<file path="config.mk">
export PLATFORM = sky130hd
export DESIGN_NAME = sprite_pos_fetcher
export DESIGN_NICKNAME = d
export VERILOG_FILES = /design/src/rtl/sprite_pos_fetcher.sv
export SDC_FILE = /design/constraint.sdc
export NUM_CORES = 1
export LEC_CHECK = 0
export ABC_AREA = 1
export BUFFER_PORTS_ARGS = -buffer_cell sky130_fd_sc_hd__buf_2
export CORE_UTILIZATION = 40
export DETAILED_ROUTE_END_ITERATION = 10
export PLACE_DENSITY_LB_ADDON = 0.3
export SETUP_SLACK_MARGIN = 0.05
export SLEW_MARGIN = 20
export SYNTH_ARGS = -nofsm -noshare
export SYNTH_HDL_FRONTEND = slang
export SYNTH_SLANG_ARGS = --single-unit
</file>
<file path="constraint.sdc">
create_clock -name clk -period 4.1 [get_ports clk]
set_input_delay 1.23 -clock clk [delete_from_list [all_inputs] [get_ports clk]]
set_output_delay 1.23 -clock clk [all_outputs]
set_load 0.01 [all_outputs]
</file>
<file path="src/rtl/sprite_pos_fetcher.sv">
`timescale 1ns/1ps
// Once per frame, fetches the six sprite/player position words from memory port A.
// The words are presented to the renderer as registers that all update on the same edge.
module sprite_pos_fetcher #(
    parameter int unsigned WIDTH        = 16,
    parameter int unsigned NUM_POS      = 6,
    parameter int unsigned BASE_ADDR    = 6000,
    parameter int unsigned ADDR_STRIDE  = 4,
    parameter int unsigned READ_LATENCY = 1
) (
    input  logic             clk,
    input  logic             reset,
    input  logic             frame_start,
    output logic [WIDTH-1:0] mem_addr,
    output logic             mem_rd_en,
    input  logic [WIDTH-1:0] mem_data,
    output logic [WIDTH-1:0] mx,
    output logic [WIDTH-1:0] my,
    output logic [WIDTH-1:0] p1x,
    output logic [WIDTH-1:0] p1y,
    output logic [WIDTH-1:0] p2x,
    output logic [WIDTH-1:0] p2y,
    output logic             positions_valid,
    output logic             busy,
    output logic             frame_overrun
);

    localparam int unsigned CNT_MAX = (NUM_POS > READ_LATENCY) ? NUM_POS : READ_LATENCY;
    localparam int unsigned CNT_W   = $clog2(CNT_MAX + 1);

    typedef logic [CNT_W-1:0] cnt_t;
    typedef enum logic [1:0] {
        ST_IDLE,
        ST_ISSUE,
        ST_DRAIN,
        ST_COMMIT
    } state_t;

    localparam cnt_t             LAST_ISSUE = cnt_t'(NUM_POS - 1);
    localparam cnt_t             LAST_DRAIN = cnt_t'(READ_LATENCY - 1);
    localparam logic [WIDTH-1:0] BASE       = WIDTH'(BASE_ADDR);
    localparam logic [WIDTH-1:0] STRIDE     = WIDTH'(ADDR_STRIDE);

    state_t state_q, state_d;
    cnt_t   cnt_q, cnt_d;

    // Return-tag pipeline: stage READ_LATENCY-1 says which word mem_data carries now.
    logic [READ_LATENCY-1:0] tag_vld_q;
    cnt_t                    tag_idx_q [READ_LATENCY];

    logic [WIDTH-1:0] shadow_q [NUM_POS];
    logic [WIDTH-1:0] pos_q    [NUM_POS];
    logic             valid_q;
    logic             overrun_q;

    always_ff @(posedge clk or negedge reset) begin
        if (!reset) begin
            state_q <= ST_IDLE;
            cnt_q   <= '0;
        end else begin
            state_q <= state_d;
            cnt_q   <= cnt_d;
        end
    end

    always_comb begin
        state_d   = state_q;
        cnt_d     = cnt_q;
        mem_rd_en = 1'b0;
        mem_addr  = BASE;
        busy      = 1'b1;
        case (state_q)
            ST_IDLE: begin
                busy = 1'b0;
                if (frame_start) begin
                    state_d = ST_ISSUE;
                    cnt_d   = '0;
                end
            end
            ST_ISSUE: begin
                mem_rd_en = 1'b1;
                mem_addr  = BASE + WIDTH'(cnt_q) * STRIDE;
                if (cnt_q == LAST_ISSUE) begin
                    state_d = ST_DRAIN;
                    cnt_d   = '0;
                end else begin
                    cnt_d = cnt_q + cnt_t'(1);
                end
            end
            ST_DRAIN: begin
                if (cnt_q == LAST_DRAIN) begin
                    state_d = ST_COMMIT;
                    cnt_d   = '0;
                end else begin
                    cnt_d = cnt_q + cnt_t'(1);
                end
            end
            ST_COMMIT: begin
                state_d = ST_IDLE;
            end
            default: begin
                state_d = ST_IDLE;
            end
        endcase
    end

    always_ff @(posedge clk or negedge reset) begin
        if (!reset) begin
            tag_vld_q <= '0;
            for (int i = 0; i < int'(READ_LATENCY); i++) begin
                tag_idx_q[i] <= '0;
            end
            for (int k = 0; k < int'(NUM_POS); k++) begin
                shadow_q[k] <= '0;
                pos_q[k]    <= '0;
            end
            valid_q   <= 1'b0;
            overrun_q <= 1'b0;
        end else begin
            tag_vld_q[0] <= mem_rd_en;
            tag_idx_q[0] <= cnt_q;
            for (int i = 1; i < int'(READ_LATENCY); i++) begin
                tag_vld_q[i] <= tag_vld_q[i-1];
                tag_idx_q[i] <= tag_idx_q[i-1];
            end

            if (tag_vld_q[READ_LATENCY-1]) begin
                for (int k = 0; k < int'(NUM_POS); k++) begin
                    if (tag_idx_q[READ_LATENCY-1] == cnt_t'(k)) begin
                        shadow_q[k] <= mem_data;
                    end
                end
            end

            // All visible words load together so the renderer never sees a mixed frame.
            if (state_q == ST_COMMIT) begin
                for (int k = 0; k < int'(NUM_POS); k++) begin
                    pos_q[k] <= shadow_q[k];
                end
                valid_q <= 1'b1;
            end

            if (frame_start && (state_q != ST_IDLE)) begin
                overrun_q <= 1'b1;
            end
        end
    end

    assign mx              = pos_q[0];
    assign my              = pos_q[1];
    assign p1x             = pos_q[2];
    assign p1y             = pos_q[3];
    assign p2x             = pos_q[4];
    assign p2y             = pos_q[5];
    assign positions_valid = valid_q;
    assign frame_overrun   = overrun_q;

endmodule

</file>
==> results.tsv, run 1 <==
stage	metric	value	unit
setup_path	r2r-end	my[1]	
clocking	clk_pin_slew_worst_paths	0.06	ns
synthesis	synth_seq_cells	203	
synthesis	ys_seq_area_share	64.7	%
clocking	root_buffer	clkbuf_16	
layout	fillers	1871	
die	io-pin-count	135	
setup_path	cp_max_fo	6	
sta	post-route-min-period	2.88	ns
layout	areaGrowthSynthToFinish	19.2	%
sta	setup-violations-final	0	
drt	first_iter_violations	429	
drt	drt_wl_total	18.5	mm
synthesis	avgSynthCellArea	9.40	µm²
sta	achievable-frequency	347	MHz
synthesis	netlist_instances	835	
clocking	clock_latency	0.49	ns
layout	drive_gt1_share	18.8	%
layout	fin_nets	974	
min_path	min_to	tag_idx_q[1]	
power_and_ir_drop	peakVddDrop	0.000541	V
sta	fin_setup_tns	0	ns
placed_design	dp_slack	1.73	ns
setup_path	crit_arrival	1.65	ns
setup_path	rr_worst_depth	5	
global_routing	grt_max_degree	100	
sta	rsz0062_at_grt	false	
placed_design	gp_congestion	0.768	
synthesis	ys_warn_count	0	
min_path	holdPathStages	0	
clocking	clock_path_buffers	3	
setup_path	required	2.87	ns
min_path	hp-start	cnt_q[1]	
setup_path	critPathKind	reg -> out	
sta	setup_slack	1.22	ns
synthesis	yosysTopAreaCell	dfrtp_1	
clocking	postCtsSetupBuffers	0	
die	start_util	41.4	%
power_and_ir_drop	p_leak	0.00493	µW
drt	dr.pass1.iters	6	
synthesis	synth_cell_types	24	
run_status	outcome	completed	
sta	relSlewSlack	32.1	%
clocking	htreeDepth	1	
setup_path	rrSetupSlack	1.98	ns
global_routing	grt_pass1_vias	5298	
min_path	min_path_type	reg -> reg	
clocking	cts_buffers	22	
clocking	ctsHoldBuffers	0	
power_and_ir_drop	power_density	820	mW/mm²
drt	drc	0	
power_and_ir_drop	power	7670	µW
synthesis	synth_flop_cell	dfrtp_1	
run	drv_cap	0	
sta	hold_viol	0	
die	core_area	0.0190	mm²
synthesis	yosysTopAreaCellShare	64.7	%
clocking	cts.sinks	203	
synthesis	ys_top_cells_by_count	415 x nand2_1, 203 x dfrtp_1, 60 x o21ai_1	
layout	multi_input_area	0.00237	mm²
sta	maxSlewViolCount	0	
global_routing	antenna_found_initial	1	
synthesis	synthTopCellsByArea	dfrtp_1 65%, nand2_1 20%, o21ai_1 3.8%, o21ai_0 2.6%, buf_4 2.0%	
sta	fin_crit_sh	70.2	%
die	die_h	142	µm
synthesis	synthArstFlopShare	100	%
drt	wl_per_cell	15.2	µm
setup_path	end_kind	primary output	
global_routing	grt_util_met3	3.33	%
global_routing	grt_pass1_wl	29.3	mm
synthesis	syn_area	0.00785	mm²
drt	vias_per_cell	4.60	
sta	finClkSkew	0.00827	ns
layout	register_area	0.00508	mm²
setup_path	timing.rr.start	state_q[0]	
clocking	cts_tree	done	
layout	n_antenna_cell	0	
drt	vias	5615	
global_routing	top_usage_layer	met2	
layout	finalNonFillerCells	1221	
placed_design	placed_cells	1182	
synthesis	yosysMostFrequentCell	nand2_1	
die	die_x	142	µm
global_routing	use_met1	27.9	%
sta	tightestPinTransition	1.02	ns
placed_design	port_buffers	124	
drt	antenna_left	0	
global_routing	grtUsageTotal	18.8	%
placed_design	place_hpwl	11.7	mm
global_routing	grt_overflow_total	0	
clocking	post_cts_resized	0	
die	dieArea	0.0202	mm²
die	std_cell_rows	50	
layout	finalCoreUtilization	49.4	%
global_routing	grt.met2_usage	28.3	%
synthesis	synth_edf_count	0	
setup_path	worst_setup_path_start_kind	register	
[kinds of logic (layout without fill, tap and decap cells)]
family | Yosys count | after routing | synth area share, %
DFF | 203 | 203 | 64.7
and+or+nand+nor | 432 | 432 | 21.5
other | 2 | 10 | 0.0957
AOI/OAI and AO/OA | 104 | 104 | 6.66
buffers and inverters | 85 | 203 | 5.61
adders and majority gates | 9 | 9 | 1.43
[through the flow]
step           instance area [µm²]  hold slack (ns)
3_5_place_dp                  8590            0.443
4_1_cts                       9360            0.458
3_3_place_gp                  8590            0.448
5_1_grt                       9360            0.479
6_report                      9360            0.458
2_1_floorplan                 7880            0.397
[power breakdown]
part           internal [µW]  switching [µW]  leakage [µW]
logic                    861            1440       0.00229
clock network           1270             773      0.000374
registers               2840             482       0.00227
[area by class of cell]
class,count,share of cell area (%)
clock buffer,28,6.67
clock inverter,11,1.48
inverter,34,1.36
multi-input combinational,555,25.4
sequential,203,54.3
tap,260,3.48
timing repair buffer,130,7.34
[state kept, by name, summed over array words and instances, names as in the netlist, 16 cells and up]
| signal | cells |
|---|---|
| mx | 16 |
| my | 16 |
| p1x | 16 |
| p1y | 16 |
| p2x | 16 |
| p2y | 16 |
| shadow_q | 96 |
[cells in the final DEF, fill, tap and decap left out]
| master | count |
|---|---|
| ha_1 | 8 |
| buf_2 | 123 |
| clkbuf_1 | 2 |
| clkbuf_16 | 23 |
| nor2_1 | 2 |
| buf_4 | 5 |
| nor2_4 | 2 |
| buf_12 | 1 |
| nor2_8 | 1 |
| or2_2 | 1 |
| a21oi_1 | 3 |
| o21bai_1 | 1 |
| nand3_2 | 1 |
| nand2_2 | 4 |
| clkinvlp_4 | 2 |
| dfrtp_1 | 203 |
| inv_6 | 1 |
| inv_1 | 32 |
| nand3_1 | 4 |
| o21ai_1 | 60 |
| o21ai_0 | 40 |
| bufinv_16 | 3 |
| nand2_4 | 1 |
| nor2_2 | 1 |
| inv_2 | 2 |
| conb_1 | 10 |
| ha_4 | 1 |
| clkinv_2 | 5 |
| nand2_1 | 415 |
| clkbuf_8 | 4 |
[worst max path at each step]
| stage | from | end | slack (ns) | depth (start not counted) |
|---|---|---|---|---|
| 2_1_floorplan | state_q[1] | mem_addr[5] | 1.76 | 4 |
| 3_5_place_dp | state_q[1] | mem_addr[7] | 1.73 | 5 |
| 4_1_cts | state_q[1] | mem_addr[7] | 1.20 | 5 |
| 5_1_grt | state_q[1] | mem_addr[7] | 1.10 | 5 |
| 3_3_place_gp | state_q[1] | mem_addr[7] | 1.79 | 5 |
| 6_report | state_q[1] | mem_addr[7] | 1.22 | 5 |
[per-layer routing]
metal | part of all wire, % | routed length [µm] | up-vias
li1 | - | - | 2799
met1 | 47 | 8640 | 2637
met2 | 44 | 8200 | 147
met3 | 6.5 | 1190 | 30
met4 | 2.5 | 459 | 2
met5 | 0.070 | 13 | -
[worst max-delay path, cell delays in order, from the launching register on]
cell	delay [ns]
dfrtp_1	0.45
inv_1	0.13
ha_1	0.27
nand2_1	0.13
inv_1	0.06
buf_2	0.12
(Power assumes the default switching activity.)
==> inputs of run 2 (changes only) <==
--- a/config.mk
+++ b/config.mk
@@ -5,7 +5,7 @@
 export SDC_FILE = /design/constraint.sdc
 export NUM_CORES = 1
 export LEC_CHECK = 0
-export ABC_AREA = 1
+export ABC_AREA = 0
 export BUFFER_PORTS_ARGS = -buffer_cell sky130_fd_sc_hd__buf_2
 export CORE_UTILIZATION = 40
 export DETAILED_ROUTE_END_ITERATION = 10
==> constraint.sdc (replaced) <==
create_clock -name clk -period 2.75 [get_ports clk]
set_input_delay 0.825 -clock clk [delete_from_list [all_inputs] [get_ports clk]]
set_output_delay 0.825 -clock clk [all_outputs]
set_load 0.01 [all_outputs]
==> run 2 against run 1 <==
  * Final cell count fell by 27%
  * Synthesized area is essentially flat
  * Hold slack worse by 0.15 ns
  * Sequential share of layout area fell by 0.82 points
  * Setup slack worse by 0.97 ns
  * Clock power up 44%
  * Non-clock buffer count grew 4
  * Clock-buffer cell count is 6 higher
  * Highest routed layer is now met4
  * Critical path depth unchanged
  * Synthesized cell count decreased by 43%
  * Critical path type unchanged
  * Combinational power up 56%
==> results.tsv, run 2 <==
stage	metric	value	unit	change
synthesis	synth_flop_cell	dfrtp_1		
sta	tightestPinTransition	0.660	ns	-0.358 ns
drt	drt_wl_total	15.6	mm	-16%
layout	fin_nets	642		-34%
drt	antenna_left	0		unchanged
sta	fin_setup_tns	0	ns	unchanged
clocking	cts_buffers	22		unchanged
sta	fin_crit_sh	90.7	%	
synthesis	synth_edf_count	0		unchanged
placed_design	port_buffers	124		unchanged
global_routing	grt_overflow_total	0		unchanged
setup_path	rrSetupSlack	0.96	ns	-1.02 ns
global_routing	grt_pass1_vias	4628		-13%
die	die_h	142	µm	about the same
clocking	clock_path_buffers	3		unchanged
sta	post-route-min-period	2.49	ns	
setup_path	end_kind	primary output		
setup_path	critPathLaunch	state_q[1]		
synthesis	yosysTopAreaCellShare	64.7	%	about the same
clocking	cts.sinks	203		unchanged
layout	final_cell_mix	203 x dfrtp_1, 193 x mux2_2, 123 x buf_2		
drt	first_iter_violations	135		-69%
drt	vias_per_cell	4.80		+4.3%
setup_path	critPathKind	reg -> out		
die	dieArea	0.0202	mm²	about the same
synthesis	ys_top_cells_by_count	203 x dfrtp_1, 193 x mux2_2, 14 x buf_4		
clocking	ctsHoldBuffers	0		unchanged
setup_path	cp_max_fo	6		unchanged
run_status	outcome	completed		
sta	achievable-frequency	401	MHz	
clocking	cts_tree	done		
setup_path	rr_worst_depth	5		unchanged
placed_design	place_hpwl	10.3	mm	-12%
global_routing	grt_pass1_wl	25.2	mm	-14%
power_and_ir_drop	peakVddDrop	0.000684	V	+26%
run	drv_cap	0		unchanged
sta	maxSlewViolCount	0		unchanged
setup_path	required	1.93	ns	-0.94 ns
setup_path	timing.rr.start	state_q[0]		
layout	areaGrowthSynthToFinish	20.9	%	
layout	largest_reg_flops	96		unchanged
synthesis	synthArstFlopShare	100	%	unchanged
synthesis	synth_seq_cells	203		unchanged
clocking	postCtsSetupBuffers	0		unchanged
clocking	clk_pin_slew_worst_paths	0.06	ns	about the same
die	start_util	41.4	%	about the same
synthesis	avgSynthCellArea	16.4	µm²	+74%
placed_design	gp_congestion	0.722		-6.1%
global_routing	antenna_found_initial	0		-1
layout	finalCoreUtilization	50.1	%	+0.76 points
global_routing	grt_max_degree	68		-32%
synthesis	yosysTopAreaCell	dfrtp_1		
drt	dr.pass1.iters	4		-2
power_and_ir_drop	power_density	1200	mW/mm²	+46%
clocking	post_cts_resized	0		unchanged
sta	hold_viol	0		unchanged
die	std_cell_rows	50		unchanged
drt	vias	4265		-24%
layout	final_common_cell	dfrtp_1		
sta	setup-violations-final	0		unchanged
setup_path	worst_setup_path_start_kind	register		
synthesis	synthTopCellsByArea	dfrtp_1 65%, mux2_2 28%, ha_1 1.4%, buf_4 1.3%, buf_2 0.76%		
die	die_x	142	µm	about the same
layout	regMostFlops	shadow_q		
synthesis	syn_area	0.00785	mm²	about the same
setup_path	crit_arrival	1.67	ns	+0.02 ns
synthesis	ys_seq_area_share	64.7	%	about the same
sta	finClkSkew	0.00623	ns	-0.00204 ns
layout	drive_gt1_share	58.5	%	+40 points
synthesis	synth_cell_types	31		+29%
die	io-pin-count	135		unchanged
clocking	root_buffer	clkbuf_16		
synthesis	yosysMostFrequentCell	dfrtp_1		
global_routing	grtUsageTotal	16.1	%	-2.7 points
drt	drc	0		unchanged
synthesis	netlist_instances	480		-43%
sta	relSlewSlack	55.8	%	+24 points
synthesis	ys_warn_count	0		unchanged
drt	wl_per_cell	17.5	µm	+16%
power_and_ir_drop	p_leak	0.00423	µW	-14%
layout	n_antenna_cell	0		unchanged
die	core_area	0.0190	mm²	unchanged
min_path	min_path_type	in -> async		
clocking	htreeDepth	1		unchanged
clocking	clock_latency	0.49	ns	about the same
setup_path	r2r-end	state_q[1]		
sta	rsz0062_at_grt	false		
-- run 2: cell count changes after synthesis, moves of 3 or more --
cell      before  now
buf_2         15   12
and2_1         0    3
nand3_1        4    1
mux2_2         0  193
o21ai_1       60    0
buf_4         21   14
nand2_1      415    6
o21ai_0       40    2
nand2b_1       0    4
inv_1         32    8
clkbuf_1      11    2
nand2_2        4    0
-- run 2: cell families (layout without fill, tap and decap cells) --
| family | Yosys count | count (layout) | share of synthesized area (%) |
|---|---|---|---|
| mux | 194 | 194 | 27.8 |
| fa+ha+maj | 9 | 9 | 1.43 |
| simple gates | 26 | 26 | 2.42 |
| other cells | 2 | 10 | 0.0956 |
| flops | 203 | 203 | 64.7 |
| buf+inv | 40 | 181 | 3.07 |
| compound gates | 6 | 6 | 0.494 |
-- run 2: area by class of cell --
type / instances / area, µm²
repair buffers: 134 / 754
fillers: 1627 / 9460
well taps: 260 / 325
clock buffers: 34 / 657
clock inverters: 5 / 77.6
flip-flops and latches: 203 / 5080
multi-input cells: 245 / 2570
inverters: 8 / 30.0
-- run 2: metrics by stage --
stage / hold WS, ns / power, µW / instances / worst slack (ns) / area (µm²)
after floorplan: 0.409 / 7150 / 488 / 0.705 / 7880
after global placement: 0.444 / 8410 / 850 / 0.822 / 8760
after detailed placement: 0.444 / 8580 / 850 / 0.769 / 8760
after CTS: 0.298 / 11600 / 889 / 0.236 / 9500
after global routing: 0.311 / 12100 / 889 / 0.161 / 9500
final: 0.304 / 11400 / 889 / 0.255 / 9500
-- run 2: power breakdown --
group | leakage (µW) | internal, µW | total, µW | switching [µW]
clock | 0.000357 | 1830 | 2940 | 1120
combinational | 0.00150 | 2000 | 3600 | 1600
sequential | 0.00237 | 4200 | 4840 | 637
total | 0.00423 | 8030 | 11400 | 3350
-- run 2: how the worst max path moves through the flow --
stage	cells past startpoint	slack, ns	endpoint
floorplan	5	0.71	mem_addr[5]
global placement	5	0.82	mem_addr[4]
detailed placement	5	0.77	mem_addr[5]
CTS	5	0.24	mem_addr[5]
global route	5	0.16	mem_addr[6]
finish	5	0.26	mem_addr[5]
-- run 2: per-layer routing --
metal | track usage (%) | part of all wire, % | vias up
met3 | 2.93 | 5.0 | 20
met5 | 0 | 0 | -
met1 | 21.1 | 44 | 2217
li1 | - | - | 1922
met4 | 4.24 | 1.5 | 0
met2 | 27.5 | 50 | 106
-- run 2: worst max-delay path, cell delays in order (launching register included) --
cell	delay, ns
dfrtp_1	0.44
inv_1	0.12
ha_1	0.25
and2_1	0.18
inv_1	0.06
buf_2	0.13
==> inputs of run 3 (changes only) <==
--- a/config.mk
+++ b/config.mk
@@ -7,7 +7,7 @@
 export LEC_CHECK = 0
 export ABC_AREA = 0
 export BUFFER_PORTS_ARGS = -buffer_cell sky130_fd_sc_hd__buf_2
-export CORE_UTILIZATION = 40
+export CORE_UTILIZATION = 45
 export DETAILED_ROUTE_END_ITERATION = 10
 export PLACE_DENSITY_LB_ADDON = 0.3
 export SETUP_SLACK_MARGIN = 0.05
==> run 3 against run 2 <==
  * Sequential share of layout area increased by 0.55 points
  * Cell area decreased by 1.0%
  * Highest routed layer unchanged
  * Hold slack improved by 0.018 ns
  * Wire length decreased by 2.3%
  * Die area decreased by 11%
  * Combinational power about the same
  * Fmax about the same
  * Largest power group unchanged
  * Final cell count decreased by 4.8%
  * Clock power decreased by 4%
  * Register-to-register slack got worse by 0.03 ns
  * Via count increased by 0.16%
  * Core utilization increased by 5.8 points
==> results.tsv, run 3 (synthesis results as in run 2) <==
stage	metric	value	unit	change
run_status	outcome	completed		
power_and_ir_drop	power_density	1200	mW/mm²	-0.11%
drt	drt_wl_total	15.2	mm	-2.3%
layout	final_common_cell	dfrtp_1		
layout	fin_nets	642		unchanged
drt	vias	4272		+0.16%
global_routing	grt_pass1_vias	4630		+0.043%
power_and_ir_drop	p_leak	0.00421	µW	-0.41%
global_routing	grtUsageTotal	17.5	%	+1.4 points
drt	first_iter_violations	134		-0.74%
clocking	htreeDepth	1		unchanged
drt	drc	0		unchanged
layout	final_cell_mix	203 x dfrtp_1, 193 x mux2_2, 123 x buf_2		
clocking	root_buffer	clkbuf_16		
global_routing	grt_overflow_total	0		unchanged
global_routing	grt_max_degree	66		-2.9%
sta	fin_crit_sh	90.7	%	about the same
placed_design	dp_slack	0.754	ns	-0.0158 ns
drt	dr.pass1.iters	5		+1
power_and_ir_drop	power	11300	µW	-1.1%
drt	wl_per_cell	18.0	µm	+2.7%
sta	achievable-frequency	401	MHz	about the same
layout	drive_gt1_share	58.5	%	about the same
setup_path	required	1.93	ns	about the same
die	std_cell_rows	47		-6.0%
drt	vias_per_cell	5.05		+5.3%
sta	tightestPinTransition	0.648	ns	-0.0117 ns
sta	finClkSkew	0.0111	ns	+0.00487 ns
setup_path	end_kind	primary output		
clocking	post_cts_resized	0		unchanged
layout	regMostFlops	shadow_q		
sta	hold_viol	0		unchanged
setup_path	cpPeakStageDelay	0.45	ns	about the same
sta	setup-violations-final	0		unchanged
clocking	postCtsSetupBuffers	0		unchanged
placed_design	port_buffers	124		unchanged
setup_path	r2r-end	mx[9]		
clocking	clock_path_buffers	3		unchanged
clocking	clock_latency	0.48	ns	about the same
clocking	cts_buffers	21		-4.5%
min_path	min_path_type	in -> async		
die	core_area	0.0168	mm²	-11%
setup_path	timing.rr.start	state_q[0]		
clocking	cts_tree	done		
die	die_h	134	µm	-5.6%
power_and_ir_drop	peakVddDrop	0.000767	V	+12%
placed_design	placed_area	0.00872	mm²	-0.49%
run	drv_cap	0		unchanged
setup_path	rr_worst_depth	3		-2
setup_path	worst_setup_path_start_kind	register		
setup_path	cpMostUsedCell	inv_1		
setup_path	rrSetupSlack	0.93	ns	-0.03 ns
sta	relSlewSlack	56.6	%	+0.78 points
layout	largest_reg_flops	96		unchanged
setup_path	worst-path-buf-inv	3		unchanged
clocking	cts.sinks	203		unchanged
sta	rsz0062_at_grt	false		
drt	antenna_left	0		unchanged
sta	setup_slack	0.257	ns	+0.00150 ns
clocking	clk_pin_slew_worst_paths	0.06	ns	about the same
global_routing	grt_pass1_wl	24.8	mm	-1.9%
setup_path	critPathKind	reg -> out		
clocking	ctsHoldBuffers	0		unchanged
setup_path	path_depth	5		unchanged
layout	areaGrowthSynthToFinish	19.7	%	
die	dieArea	0.0180	mm²	-11%
global_routing	antenna_found_initial	0		unchanged
placed_design	place_hpwl	10.3	mm	-0.41%
setup_path	crit_arrival	1.67	ns	about the same
sta	maxSlewViolCount	0		unchanged
setup_path	path_cells	inv_1 > ha_1 > and2_1 > inv_1 > buf_2		
layout	n_antenna_cell	0		unchanged
layout	stdcell_area	0.00940	mm²	-1.0%
setup_path	slowest_stage	dfrtp_1		
die	io-pin-count	135		unchanged
setup_path	cp_max_fo	6		unchanged
die	start_util	46.7	%	+5.3 points
setup_path	crit_family	flip-flops		
sta	fin_setup_tns	0	ns	unchanged
placed_design	gp_congestion	0.777		+7.7%
sta	post-route-min-period	2.49	ns	-0.00150 ns
die	die_x	134	µm	-5.6%
run 3: power breakdown:
part / switching, µW / internal [µW]
clock: 1080 / 1730
sequential: 641 / 4200
combinational: 1600 / 2000
total: 3320 / 7940
run 3: worst max path at each step:
stage / to / from
floorplan: mem_addr[5] / state_q[1]
global placement: mem_addr[6] / state_q[1]
detailed placement: mem_addr[4] / state_q[1]
CTS: mem_addr[4] / state_q[1]
global route: mem_addr[4] / state_q[1]
finish: mem_addr[4] / state_q[1]
run 3: worst reg2reg max path: stages, from the launching register on:
cell	delay, ns
dfrtp_1	0.45
ha_4	0.57
buf_12	0.32
mux2_2	0.37
run 3: metrics by stage:
| step | cells | utilization [%] | hold WS [ns] |
|---|---|---|---|
| after global routing | 846 | 55.9 | 0.354 |
| after CTS | 846 | 55.9 | 0.345 |
| final | 846 | 55.9 | 0.322 |
| after global placement | 811 | 51.9 | 0.440 |
| after detailed placement | 811 | 51.9 | 0.443 |
| after floorplan | 488 | - | 0.409 |
run 3: cell type report:
cell class              count  area (µm²)
repair buffers            135         762
flip-flops and latches    203        5080
clock inverters             6         105
inverters                   8        30.0
fillers                  1378        7420
well taps                 220         275
clock buffers              29         576
multi-input cells         245        2570
run 3: routing by layer:
layer | up-vias | global-route usage [%] | routed length, µm | share of wire (%)
met5 | - | 0 | 0 | 0
li1 | 1917 | - | - | -
met2 | 110 | 29.3 | 7450 | 49
met3 | 24 | 3.67 | 804 | 5.3
met1 | 2221 | 23.1 | 6680 | 44
met4 | 0 | 4.87 | 290 | 1.9
